**config.mk**
```make
export PLATFORM = sky130hd
export DESIGN_NAME = memory_arbiter
export DESIGN_NICKNAME = d
export VERILOG_FILES = /design/src/rtl/memory_arbiter.sv
export SDC_FILE = /design/constraint.sdc
export NUM_CORES = 1
export LEC_CHECK = 0
export BUFFER_PORTS_ARGS = -buffer_cell sky130_fd_sc_hd__clkbuf_2
export CORE_AREA = 2 2 90 92
export CTS_CLUSTER_SIZE = 14
export DETAILED_ROUTE_END_ITERATION = 8
export DIE_AREA = 0 0 92 94
export GPL_TIMING_DRIVEN = 0
export HOLD_SLACK_MARGIN = 0.15
export PLACE_DENSITY_LB_ADDON = 0.12
export SLEW_MARGIN = 20
export SYNTH_ARGS = -nofsm -noshare
export SYNTH_HDL_FRONTEND = slang
export SYNTH_SLANG_ARGS = --single-unit
export TNS_END_PERCENT = 100
```
**constraint.sdc**
```tcl
create_clock -name clock -period 5.6 [get_ports clock]
set_clock_uncertainty 0.2 [all_clocks]
set_input_delay 1.12 -clock clock [delete_from_list [all_inputs] [get_ports clock]]
set_output_delay 1.12 -clock clock [all_outputs]
set_load 0.02 [all_outputs]
```
**src/rtl/memory_arbiter.sv**
```systemverilog
// ---------------------------------------------------------------------------
// memory_arbiter
//
// Two-master arbiter for a single-port word memory (17-bit word address,
// 32-bit data, per-byte write enables). Master 0 is the CPU, master 1 is a
// second requester such as a DMA or IO engine.
//
// Arbitration is round-robin on ties. An owner may hold the port with its
// lock input for back-to-back transfers. The lock is forcibly released after
// LOCK_LIMIT consecutive locked transfers if the other master is waiting.
// The memory port is muxed combinationally from the current owner. Memory
// read data is combinational, and memory writes commit on the posedge.
//
// Parameters
//   LOCK_LIMIT      consecutive locked transfers before a forced release (>=1)
//   FIRST_PRIORITY  master that wins the first tie after reset (0 or 1)
//
// Ports
//   clock         in   system clock, all state changes on posedge
//   reset         in   synchronous, active-high
//   m0_req        in   master 0 request, held until acked
//   m0_lock       in   master 0 keeps ownership after this transfer
//   m0_address    in   master 0 word address (17 bits)
//   m0_write_en   in   master 0 byte-lane write enables, 0 = read
//   m0_data_in    in   master 0 write data
//   m0_ack        out  master 0 transfer completes at the next posedge
//   m1_*          same set for master 1
//   rd_data       out  memory read data broadcast to both masters
//   owner         out  00 idle, 01 master 0, 10 master 1 (registered)
//   mem_address   out  memory address
//   mem_write_en  out  memory byte-lane write enables
//   mem_data_in   out  memory write data
//   mem_data_out  in   memory read data
// ---------------------------------------------------------------------------
module memory_arbiter #(
    parameter int LOCK_LIMIT     = 4,
    parameter int FIRST_PRIORITY = 0
) (
    input  logic        clock,
    input  logic        reset,

    input  logic        m0_req,
    input  logic        m0_lock,
    input  logic [16:0] m0_address,
    input  logic [3:0]  m0_write_en,
    input  logic [31:0] m0_data_in,
    output logic        m0_ack,

    input  logic        m1_req,
    input  logic        m1_lock,
    input  logic [16:0] m1_address,
    input  logic [3:0]  m1_write_en,
    input  logic [31:0] m1_data_in,
    output logic        m1_ack,

    output logic [31:0] rd_data,
    output logic [1:0]  owner,

    output logic [16:0] mem_address,
    output logic [3:0]  mem_write_en,
    output logic [31:0] mem_data_in,
    input  logic [31:0] mem_data_out
);

    // Counter is wide enough to hold LOCK_LIMIT itself; it saturates there.
    localparam int CNT_W = (LOCK_LIMIT < 2) ? 1 : $clog2(LOCK_LIMIT + 1);

    // State encoding doubles as the owner output encoding.
    typedef enum logic [1:0] {
        IDLE = 2'b00,
        OWN0 = 2'b01,
        OWN1 = 2'b10
    } state_t;

    state_t            state_q, state_d;
    logic              last_served_q, last_served_d;
    logic [CNT_W-1:0]  lock_cnt_q, lock_cnt_d;

    // View of the bus from the current owner's side, so that OWN0 and OWN1
    // share one set of transition rules.
    logic    own_sel;      // 1 when master 1 owns the port
    logic    own_req;
    logic    own_lock;
    logic    oth_req;
    state_t  other_state;
    logic    lock_room;    // another locked transfer still fits under the limit
    logic [CNT_W-1:0] lock_cnt_inc;

    always_comb begin
        own_sel     = (state_q == OWN1);
        own_req     = own_sel ? m1_req  : m0_req;
        own_lock    = own_sel ? m1_lock : m0_lock;
        oth_req     = own_sel ? m0_req  : m1_req;
        other_state = own_sel ? OWN0    : OWN1;
    end

    assign lock_room    = (({1'b0, lock_cnt_q} + 1'b1) < (CNT_W + 1)'(LOCK_LIMIT));
    assign lock_cnt_inc = (lock_cnt_q == CNT_W'(LOCK_LIMIT)) ? lock_cnt_q
                                                             : lock_cnt_q + 1'b1;

    // -----------------------------------------------------------------------
    // State register
    // -----------------------------------------------------------------------
    always_ff @(posedge clock) begin
        if (reset) begin
            state_q       <= IDLE;
            // The first tie goes to FIRST_PRIORITY, so pretend the other
            // master was served last.
            last_served_q <= (FIRST_PRIORITY == 0) ? 1'b1 : 1'b0;
            lock_cnt_q    <= '0;
        end else begin
            state_q       <= state_d;
            last_served_q <= last_served_d;
            lock_cnt_q    <= lock_cnt_d;
        end
    end

    // -----------------------------------------------------------------------
    // Next-state logic
    // -----------------------------------------------------------------------
    always_comb begin
        state_d       = state_q;
        last_served_d = last_served_q;
        lock_cnt_d    = lock_cnt_q;

        unique case (state_q)
            IDLE: begin
                if (m0_req && m1_req) begin
                    state_d = last_served_q ? OWN0 : OWN1;
                end else if (m0_req) begin
                    state_d = OWN0;
                end else if (m1_req) begin
                    state_d = OWN1;
                end
            end

            OWN0, OWN1: begin
                if (own_req) begin
                    // ack equals req while owning, so this edge completes
                    // a transfer.
                    last_served_d = own_sel;
                    if (own_lock && (lock_room || !oth_req)) begin
                        lock_cnt_d = lock_cnt_inc;
                    end else begin
                        lock_cnt_d = '0;
                        state_d    = oth_req ? other_state : IDLE;
                    end
                end else begin
                    // Owner withdrew its request without a transfer.
                    lock_cnt_d = '0;
                    state_d    = oth_req ? other_state : IDLE;
                end
            end

            default: begin
                state_d    = IDLE;
                lock_cnt_d = '0;
            end
        endcase
    end

    // -----------------------------------------------------------------------
    // Memory port mux and acks
    // -----------------------------------------------------------------------
    // Everything is forced to zero during reset, so a reset that lands in
    // the middle of a transfer cannot write any byte at that edge.
    always_comb begin
        m0_ack       = 1'b0;
        m1_ack       = 1'b0;
        mem_address  = '0;
        mem_write_en = '0;
        mem_data_in  = '0;

        if (!reset) begin
            unique case (state_q)
                OWN0: begin
                    m0_ack       = m0_req;
                    mem_address  = m0_address;
                    mem_write_en = m0_write_en & {4{m0_req}};
                    mem_data_in  = m0_data_in;
                end
                OWN1: begin
                    m1_ack       = m1_req;
                    mem_address  = m1_address;
                    mem_write_en = m1_write_en & {4{m1_req}};
                    mem_data_in  = m1_data_in;
                end
                default: begin
                    m0_ack = 1'b0;
                    m1_ack = 1'b0;
                end
            endcase
        end
    end

    assign rd_data = mem_data_out;
    assign owner   = state_q;

    a_single_ack: assert property (@(posedge clock) disable iff (reset)
                                   !(m0_ack && m1_ack));

endmodule

```
# After elaboration in Yosys (flattened, before gate mapping)
# Index checks and enable logic that the tools add are counted.
# word_totals
elab_cells,50
out_inout_bits,89
reg_bits,6
input_bits,144
# classes
n_addsub,2
n_lt_le_gt_ge,1
reduce_logical,9
n_eq_ne,6
n_mux,26
n_bitwise,3
# op_table
cell,count
one-hot mux 32 bit (2 select lines),1
one-hot mux 17 bit (2 select lines),1
two-way mux 32 bit,1
two-way mux 17 bit,1
two-way mux 2 bit,8
two-way mux 3 bit,3
bitwise AND 4 bit,2
inequality test 4 bit (second input constant),2
one-hot mux 4 bit (2 select lines),1
two-way mux 1 bit,7
one-hot mux 3 bit (2 select lines),1
AND reduction 2 bit,3
adder 3 x 1 -> 4 bit (second input constant),1
< comparator 4 x 3 -> 1 bit (second input constant),1
two-way mux 4 bit,1
one-hot mux 2 bit (2 select lines),1
adder 3 x 1 -> 3 bit (second input constant),1
== test 3 bit (second input constant),1
inequality test 3 bit (second input constant),1
== test 2 x 1 -> 1 bit (second input constant),1
== test 2 bit (second input constant),1
logical AND 1 bit,2
logical NOT 2 bit,1
OR reduction 2 bit,1
3 further kinds,3

# Longest topological paths before layout
# Gate-level depths: netlist (run 1).
# logic_depth
word_depth,8
mapped_depth,7

# Worst setup path after synthesis (run 1)
# No wires, ideal clock.
# synth_timing
path_type,input to output
from,in reset
to,out mem_address[0]
cell_stages,4
required_time_ps,4280
slack_ps,2362
arrival_ps,1918
cell_sequence,nand2b_1 > clkbuf_1 > clkbuf_1 > nor2_1
# synth_via
elab_chain_len,1
# synth_lines
element,line,source
start: declaration,40,"input logic reset,"
two-way mux 17 bit,174,if (!reset) begin
end: declaration,59,"output logic [16:0] mem_address,"
# No other way between the ends.

# Worst setup path after layout (run 1)
# layout_timing
from,in reset
to,out mem_data_in[26]
# layout_via
elab_chain_len,1
# layout_lines
element,line,source
two-way mux 32 bit,174,
end: declaration,61,"output logic [31:0] mem_data_in,"
# No other way between the ends.

==> results of run 1 <==
-- Yosys cell counts, drive strengths merged --
cell,n
and3,2
and2,1
or4b,1
a21boi,1
nor2b,1
inv,5
buf,35
a22oi,50
o21ai,1
a21oi,7
a31oi,2
o211ai,1
nand2b,4
nand3b,1
nand3,1
nor3,1
a211o,1
ha,6
nand4,2
mux2i,3
nand4b,1
a211oi,1
clkbuf,18
o21bai,1
a32oi,4
nor2,57
dfxtp,6
nand2,5
and3b,1
-- critical path: stages --
cell and delay, ps:
sky130_fd_sc_hd__clkbuf_2 90, sky130_fd_sc_hd__nand2b_1 90, sky130_fd_sc_hd__clkbuf_1 320, sky130_fd_sc_hd__clkbuf_1 440
sky130_fd_sc_hd__nor2_1 130, sky130_fd_sc_hd__clkbuf_2 180
-- cells by family (layout without fill, tap and decap cells) --
logic type	count (synthesis)	in the layout	share of synthesized area
flops	6	6	0.0841
fa+ha+maj	6	6	0.0525
simple gates	78	78	0.240
mux	3	3	0.0210
buf+inv	58	261	0.239
compound gates	69	69	0.363
-- sequential cells by signal, indices dropped and copies added, names as in the netlist --
signal,cells
last_served_q,1
lock_cnt_q,3
owner,2
-- metal layers --
metal | routed length (um) | part of all wire
met5 | 0 | 0
met1 | 2470 | 0.36
met4 | 31 | 0.0045
met2 | 3620 | 0.53
met3 | 689 | 0.10
-- worst max-delay path by stage --
stage	startpoint	end	cells after the start
floorplan	reset	mem_address[0]	4
global placement	reset	mem_data_in[20]	6
detailed placement	reset	mem_data_in[26]	6
CTS	reset	mem_data_in[26]	6
global route	reset	mem_data_in[26]	6
finish	reset	mem_data_in[26]	6
-- power by group through the flow --
stage / clock network (mW) / logic, mW / registers, mW
after floorplan: 0 / 0.363 / 0.0670
after global placement: 0 / 0.535 / 0.0632
after detailed placement: 0 / 0.535 / 0.0631
after CTS: 0.0698 / 0.537 / 0.0628
after global routing: 0.0722 / 0.598 / 0.0642
final: 0.0690 / 0.530 / 0.0624
-- area by class of cell --
class / instances / share of cell area
Clock buffer: 3 / 0.0159
Sequential cell: 6 / 0.0462
Timing Repair Buffer: 200 / 0.385
Multi-Input combinational cell: 156 / 0.372
Inverter: 5 / 0.00722
Tap cell: 102 / 0.0491
Buffer: 53 / 0.124
==> impl_metrics.tcl, run 1 <==
set metrics [dict create \
    gpl.final_weighted_congestion 0.676 \
    tns_ps 0 \
    hold_depth 2 \
    detail_route.first_pass.iterations 4 \
    synthesis.nets 370 \
    initial_util 0.188 \
    clock_latency_ps 230 \
    filler_cells 873 \
    post_synth_num_cell_types 31 \
    nNetsFinal 575 \
    p_seq_frac 0.094 \
    post_cts.repair.setup_buffers 0 \
    power.share.combinational 0.801 \
    timing_max_transition_violations_final 0 \
    yosysSeqAreaShare 0.0841 \
    final.setup.worst_slack_ps 1890 \
    multi_input_comb_area_um2 967 \
    fmax_ghz 0.270 \
    setup.reg_to_reg.worst_slack_ps 3710 \
    finalWirelength_um 6810 \
    number_of_buffers_inserted_during_clock_tree_synthesis 3 \
    met1_usage 0.159 \
    grt_max_degree 11 \
    worst_hold_slack_ps 329 \
    timing.critical_path.arrival_ps 2390 \
    vias 2327 \
    floorplan.core_area_um2 7610 \
    ys_warn_count 0 \
    commonest_non_fill_non_tap_cells_in_the_layout "sky130_fd_sc_hd__clkbuf_2, sky130_fd_sc_hd__nor2_1, sky130_fd_sc_hd__a22oi_1, sky130_fd_sc_hd__buf_4, sky130_fd_sc_hd__clkbuf_1" \
    power.leakage_nw 1.40 \
    synth.largest_area_cell "sky130_fd_sc_hd__a22oi_1" \
    hold_path.startpoint "last_served_q$_SDFFE_PP1P_" \
    maxSlewHeadroom 0.674 \
    clock_power_share 0.104 \
    synth_largest_type_area_fraction 0.257 \
    layout_commonest_cell "sky130_fd_sc_hd__clkbuf_2" \
    cts_hold_buffers 0 \
    std_cell_rows 32 \
    postSynthCellCount 220 \
    io_buffer_count 200 \
    overflow 0 \
    antennaDiodeCount 0 \
    drt_first_iter_violations 93 \
    finalPower_mw 0.662 \
    cts_max_path_buffers 2 \
    die_h_um 94 \
    die_width_um 92 \
    hold_path_class "flop to flop" \
    die-area_um2 8650 \
    netlist_area_um2 1430 \
    grt_most_used_layer "met2" \
    worst_endpoint_required_time_ps 4280 \
    finalNonFillerCells 525 \
    cts.root.buffer_cell "sky130_fd_sc_hd__clkbuf_8" \
    outcome "finished, final reports clean" \
    grt_util_met3 0.0289 \
    holdPathEnd "last_served_q$_SDFFE_PP1P_" \
    rr_startpoint "owner[1]$_SDFFE_PP0P_" \
    crit_type "input pin to output port" \
    first_pass_grt_wire_length_um 9940 \
    synthTopCellsByArea "sky130_fd_sc_hd__a22oi_1, sky130_fd_sc_hd__buf_4, sky130_fd_sc_hd__nor2_1, sky130_fd_sc_hd__dfxtp_1, sky130_fd_sc_hd__ha_1" \
    cts-htree-levels 1 \
    finalCritPeriodShare 0.662 \
    finalHoldViolations 0 \
    wire_per_inst_um 13.0 \
    placedInstanceArea_um2 2560 \
    setup_viol 0 \
    r2r.worst_path.cells 6 \
    ctsResizeCount 0 \
    power_switching_mw 0.363 \
    detail_route.drc_violations 0 \
    start_kind "input pin" \
    postSynthRegisterBits 6 \
    p_per_area_nw_per_um2 255 \
    worst_pin_slew_ps 488 \
    area.growth.synth_to_final_pct 81.9 \
    dp_hpwl_um 5780 \
    final.min_clock_period_ps 3710 \
    tritoncts "done" \
    intPower_mw 0.299 \
    max_vdd_drop_v 0.0000962 \
    seq_area_um2 120 \
    drv_cap 0 \
    syn-mean-instance-area_um2 6.49 \
    critical_path.reg2reg.endpoint "owner[0]$_SDFFE_PP0P_" \
    grt_use_met2 0.276 \
    grt_antenna_before_repair 0 \
    ioPinCount 233 \
    placement.setup.worst_slack_ps 1880 \
    layout-drive-gt1-share 0.572 \
    first_global_vias 2095 \
    worst_setup_hold_path_clk_slew_ps 40 \
    drtAntennaViolNets 0 \
    critical_path_peak_fanout 10 \
    kind_of_end_point_of_the_critical_path "output port" \
    numPlacedInstances 522 \
    grt_setup_unrepaired "false" \
    post-route-util 0.342 \
    vias_per_cell 4.43 \
    grtUsageTotal 0.142 \
    clock_sinks 6 \
    finalInstanceArea_um2 2600 \
    switching_share_of_power 0.548 \
]
No activity file was read; power rests on OpenSTA's default activity.
==> inputs of run 2 (changes only) <==
CORE_AREA = 2 2 89 91   (was 2 2 90 92)
DIE_AREA = 0 0 91 93   (was 0 0 92 94)
clock period = 2.97 ns   (was 5.6 ns; I/O delays follow)
==> impl_metrics.tcl, run 2 (same netlist as run 1, synthesis figures left out) <==
set metrics [dict create \
    setup_viol 0 \
    final.min_clock_period_ps 2790 \
    ioPinCount 233 \
    fmax_ghz 0.358 \
    dp_hpwl_um 5960 \
    p_per_area_nw_per_um2 481 \
    cts.root.buffer_cell "sky130_fd_sc_hd__clkbuf_8" \
    post-route-util 0.346 \
    worst_pin_slew_ps 441 \
    layout-drive-gt1-share 0.594 \
    area.growth.synth_to_final_pct 82.0 \
    drv_cap 0 \
    cts_hold_buffers 0 \
    nNetsFinal 573 \
    first_pass_grt_wire_length_um 10500 \
    tns_ps 0 \
    drt_first_iter_violations 127 \
    post_cts.repair.setup_buffers 0 \
    ctsResizeCount 5 \
    maxSlewHeadroom 0.706 \
    max_vdd_drop_v 0.000138 \
    detail_route.first_pass.iterations 4 \
    wire_per_inst_um 13.5 \
    grt_antenna_before_repair 0 \
    overflow 0 \
    multi_input_comb_area_um2 967 \
    grtUsageTotal 0.150 \
    seq_area_um2 120 \
    outcome "finished, final reports clean" \
    io_buffer_count 200 \
    largest_register_ff_count 3 \
    power.leakage_nw 1.42 \
    max_flop_register "lock_cnt_q" \
    layout_commonest_cell "sky130_fd_sc_hd__clkbuf_2" \
    clock_latency_ps 220 \
    drtAntennaViolNets 0 \
    cts-htree-levels 1 \
    detail_route.drc_violations 0 \
    floorplan.core_area_um2 7530 \
    hold_path_class "flop to flop" \
    kind_of_end_point_of_the_critical_path "output port" \
    die_width_um 91 \
    vias_per_cell 4.47 \
    die_h_um 93 \
    std_cell_rows 32 \
    start_kind "flop" \
    finalWirelength_um 7040 \
    vias 2339 \
    crit_type "flop to output port" \
    critical_path_peak_fanout 10 \
    worst_hold_slack_ps 332 \
    timing.critical_path.arrival_ps 2000 \
    timing_max_transition_violations_final 0 \
    die-area_um2 8460 \
    filler_cells 851 \
    finalInstanceArea_um2 2600 \
    gpl.final_weighted_congestion 0.735 \
    number_of_buffers_inserted_during_clock_tree_synthesis 3 \
    cts_max_path_buffers 2 \
    commonest_non_fill_non_tap_cells_in_the_layout "sky130_fd_sc_hd__clkbuf_2, sky130_fd_sc_hd__nor2_1, sky130_fd_sc_hd__a22oi_1, sky130_fd_sc_hd__buf_4, sky130_fd_sc_hd__clkbuf_1" \
    antennaDiodeCount 0 \
    initial_util 0.190 \
    worst_endpoint_required_time_ps 2180 \
    tritoncts "done" \
    finalCritPeriodShare 0.940 \
    worst_setup_hold_path_clk_slew_ps 40 \
    grt_max_degree 11 \
    placedInstanceArea_um2 2560 \
    first_global_vias 2175 \
    grt_setup_unrepaired "false" \
    clock_sinks 6 \
    finalHoldViolations 0 \
]
run 2: cell count changes in the layout (fill, tap and decap cells not counted), sizes merged:
cell	delta
clkbuf	-2
run 2: layout make-up:
| type | instances | share of cell area |
|---|---|---|
| multi-input combinational | 156 | 0.372 |
| sequential | 6 | 0.0462 |
| tap | 102 | 0.0491 |
| inverter | 5 | 0.00722 |
| timing repair buffer | 200 | 0.385 |
| buffer | 51 | 0.125 |
| clock buffer | 3 | 0.0159 |
run 2: worst max-delay path, cell delays in order (launching register included):
cell and delay, ps:
sky130_fd_sc_hd__dfxtp_1 420, sky130_fd_sc_hd__inv_1 90, sky130_fd_sc_hd__ha_1 390, sky130_fd_sc_hd__nand2b_1 250
sky130_fd_sc_hd__clkbuf_2 270, sky130_fd_sc_hd__nor2_1 150, sky130_fd_sc_hd__clkbuf_2 190
run 2: metrics by stage:
step	setup WS (ps)	instances	power (mW)
global route	0.0502	523	1.38
finish	177	523	1.25
floorplan	488	220	0.812
global placement	174	522	1.12
CTS	41.1	525	1.27
detailed placement	158	522	1.13
run 2: report_power, final:
| group | leakage, nW | switching, mW | internal, mW |
|---|---|---|---|
| registers | 0.0490 | 0.0218 | 0.0981 |
| logic | 1.35 | 0.619 | 0.386 |
| clock network | 0.0216 | 0.0391 | 0.0875 |
run 2: worst paths after layout:
kind	end	cells past startpoint	slack (ps)	start
worst min-delay path	lock_cnt_q[1]$_SDFFE_PP0P_	2	330	lock_cnt_q[1]$_SDFFE_PP0P_
worst max register to register	lock_cnt_q[1]$_SDFFE_PP0P_	7	1060	owner[0]$_SDFFE_PP0P_
worst min register to register	lock_cnt_q[1]$_SDFFE_PP0P_	2	330	lock_cnt_q[1]$_SDFFE_PP0P_
worst max-delay path	mem_write_en[1]	6	180	owner[0]$_SDFFE_PP0P_
run 2: routing by layer:
| layer | wire length, um | part of all wire | vias to the layer above | GRT usage |
|---|---|---|---|---|
| li1 | - | - | 1158 | - |
| met1 | 2780 | 0.39 | 1038 | 0.176 |
| met2 | 3670 | 0.52 | 137 | 0.287 |
| met3 | 511 | 0.073 | 6 | 0.0242 |
| met4 | 78 | 0.011 | 0 | 0.0316 |
| met5 | 0 | 0 | - | 0 |
==> inputs of run 3 (changes only) <==
RECOVER_POWER = 50   (was default)
clock period = 2.35 ns   (was 2.97 ns; I/O delays follow)
==> impl_metrics.tcl, run 3 (same netlist as run 1, synthesis figures left out) <==
set metrics [dict create \
    kind_of_end_point_of_the_critical_path "output port" \
    first_global_vias 2191 \
    std_cell_rows 32 \
    critical_path_peak_fanout 10 \
    finalInstanceArea_um2 2680 \
    power.leakage_nw 1.36 \
    initial_util 0.190 \
    dp_hpwl_um 5960 \
    worstSetupEndpoint "mem_data_in[4]" \
    vias 2337 \
    ioPinCount 233 \
    worst_setup_hold_path_clk_slew_ps 40 \
    grt_antenna_before_repair 0 \
    finalHoldViolations 0 \
    wire_per_inst_um 13.6 \
    cts_max_path_buffers 2 \
    tritoncts "done" \
    timing_max_transition_violations_final 0 \
    numPlacedInstances 522 \
    cts-htree-levels 1 \
    layout_commonest_cell "sky130_fd_sc_hd__clkbuf_2" \
    io_buffer_count 200 \
    sequence_of_cells_on_the_critical_path "inv_2, ha_2, buf_8, clkbuf_8, a22oi_1, nor2_1, clkbuf_4" \
    grt_setup_unrepaired "false" \
    finalNonFillerCells 524 \
    setup.worst_path.start "owner[0]$_SDFFE_PP0P_" \
    cts.root.buffer_cell "sky130_fd_sc_hd__clkbuf_8" \
    p_per_area_nw_per_um2 651 \
    drv_cap 0 \
    first_pass_grt_wire_length_um 10700 \
    die-area_um2 8460 \
    crit_type "flop to output port" \
    grt_max_degree 11 \
    setup_viol 0 \
    detail_route.drc_violations 0 \
    clock_latency_ps 220 \
    maxSlewHeadroom 0.706 \
    drt_first_iter_violations 119 \
    setup.reg_to_reg.worst_slack_ps 410 \
    detail_route.first_pass.iterations 4 \
    timing.critical_path.arrival_ps 1600 \
    worst_pin_slew_ps 441 \
    max_stage_delay_ps 390 \
    drtAntennaViolNets 0 \
    die_width_um 91 \
    max_flop_register "lock_cnt_q" \
    worst_hold_slack_ps 314 \
    grtUsageTotal 0.153 \
    crit_path_top_delay_cell "sky130_fd_sc_hd__dfxtp_4" \
    finalWirelength_um 7140 \
    critical_path.reg2reg.endpoint "owner[1]$_SDFFE_PP0P_" \
    die_h_um 93 \
    number_of_buffers_inserted_during_clock_tree_synthesis 3 \
    commonest_non_fill_non_tap_cells_in_the_layout "sky130_fd_sc_hd__clkbuf_2, sky130_fd_sc_hd__nor2_1, sky130_fd_sc_hd__a22oi_1, sky130_fd_sc_hd__buf_4, sky130_fd_sc_hd__clkbuf_1" \
    antennaDiodeCount 0 \
    placedInstanceArea_um2 2560 \
    start_kind "flop" \
    clock_sinks 6 \
    area.growth.synth_to_final_pct 87.8 \
    r2r.worst_path.cells 5 \
    cts_hold_buffers 0 \
    rr_startpoint "lock_cnt_q[0]$_SDFFE_PP0P_" \
    hold_path_class "flop to flop" \
    final.min_clock_period_ps 2270 \
    worst_endpoint_required_time_ps 1680 \
    vias_per_cell 4.46 \
    outcome "finished, final reports clean" \
    layout-drive-gt1-share 0.555 \
    largest_register_ff_count 3 \
    nNetsFinal 574 \
    gpl.final_weighted_congestion 0.735 \
    overflow 0 \
    finalCritPeriodShare 0.965 \
    fmax_ghz 0.441 \
    max_vdd_drop_v 0.000170 \
    floorplan.core_area_um2 7530 \
]
-- run 3: cell types whose count changed in the layout (fill, tap and decap cells not counted), moves of 3 or more --
cell,previous run,this run
sky130_fd_sc_hd__ha_1,6,3
sky130_fd_sc_hd__clkbuf_2,208,162
sky130_fd_sc_hd__clkbuf_8,3,6
sky130_fd_sc_hd__clkbuf_1,8,35
sky130_fd_sc_hd__clkbuf_4,0,4
sky130_fd_sc_hd__buf_2,3,8
sky130_fd_sc_hd__a22oi_2,0,3
sky130_fd_sc_hd__buf_4,32,37
-- run 3: worst max-delay path: cells and delay by family (launching register included) --
family,cells,cell delay [ps]
and+or+nand+nor,1,60
adders and majority gates,1,210
AOI/OAI and AO/OA,1,180
DFF,1,390
buffers and inverters,4,550
-- run 3: repair_timing --
action                                  CTS  global route
endpoints found under the setup margin   55            54
resized for setup                        41            25
endpoints found under the hold margin     0             0
pin swaps                                 0             1
buffers inserted                          0             1
-- run 3: stage by stage --
step                 util  setup TNS (ps)  power, mW  worst slack [ps]
floorplan               -            -378       1.03             -7.57
global placement    0.340          -14880       1.42              -322
detailed placement  0.340          -15080       1.43              -338
CTS                 0.359               0       1.73              8.31
global route        0.357               0       1.92              3.73
finish              0.357               0       1.75              81.9
-- run 3: where the power goes --
| part | internal, mW | switching, mW | leakage [nW] | total (mW) |
|---|---|---|---|---|
| sequential | 0.129 | 0.0324 | 0.0500 | 0.161 |
| combinational | 0.615 | 0.813 | 1.29 | 1.43 |
| clock | 0.111 | 0.0495 | 0.0216 | 0.160 |
| total | 0.854 | 0.894 | 1.36 | 1.75 |
-- run 3: layout make-up --
type / instances / area (um2)
inverters: 5 / 18.8
fillers: 884 / 4840
repair buffers: 201 / 981
multi-input cells: 156 / 1000
clock buffers: 3 / 41.3
flip-flops and latches: 6 / 125
plain buffers: 51 / 388
well taps: 102 / 128
-- run 3: worst min path at each step --
| stage | from | endpoint | cells after the start |
|---|---|---|---|
| 3_5_place_dp | lock_cnt_q[1]$_SDFFE_PP0P_ | lock_cnt_q[1]$_SDFFE_PP0P_ | 2 |
| 3_3_place_gp | last_served_q$_SDFFE_PP1P_ | last_served_q$_SDFFE_PP1P_ | 2 |
| 2_1_floorplan | last_served_q$_SDFFE_PP1P_ | last_served_q$_SDFFE_PP1P_ | 2 |
| 6_report | owner[1]$_SDFFE_PP0P_ | owner[1]$_SDFFE_PP0P_ | 2 |
| 5_1_grt | owner[0]$_SDFFE_PP0P_ | owner[0]$_SDFFE_PP0P_ | 2 |
| 4_1_cts | owner[1]$_SDFFE_PP0P_ | owner[1]$_SDFFE_PP0P_ | 2 |
-- run 3: routing by layer --
metal	vias to the layer above	wire, um	GRT usage	part of all wire
li1	1160	-	-	-
met1	1036	2720	0.177	0.38
met2	137	3830	0.298	0.54
met3	4	534	0.0242	0.075
met4	0	50	0.0278	0.0070
met5	-	0	0	0
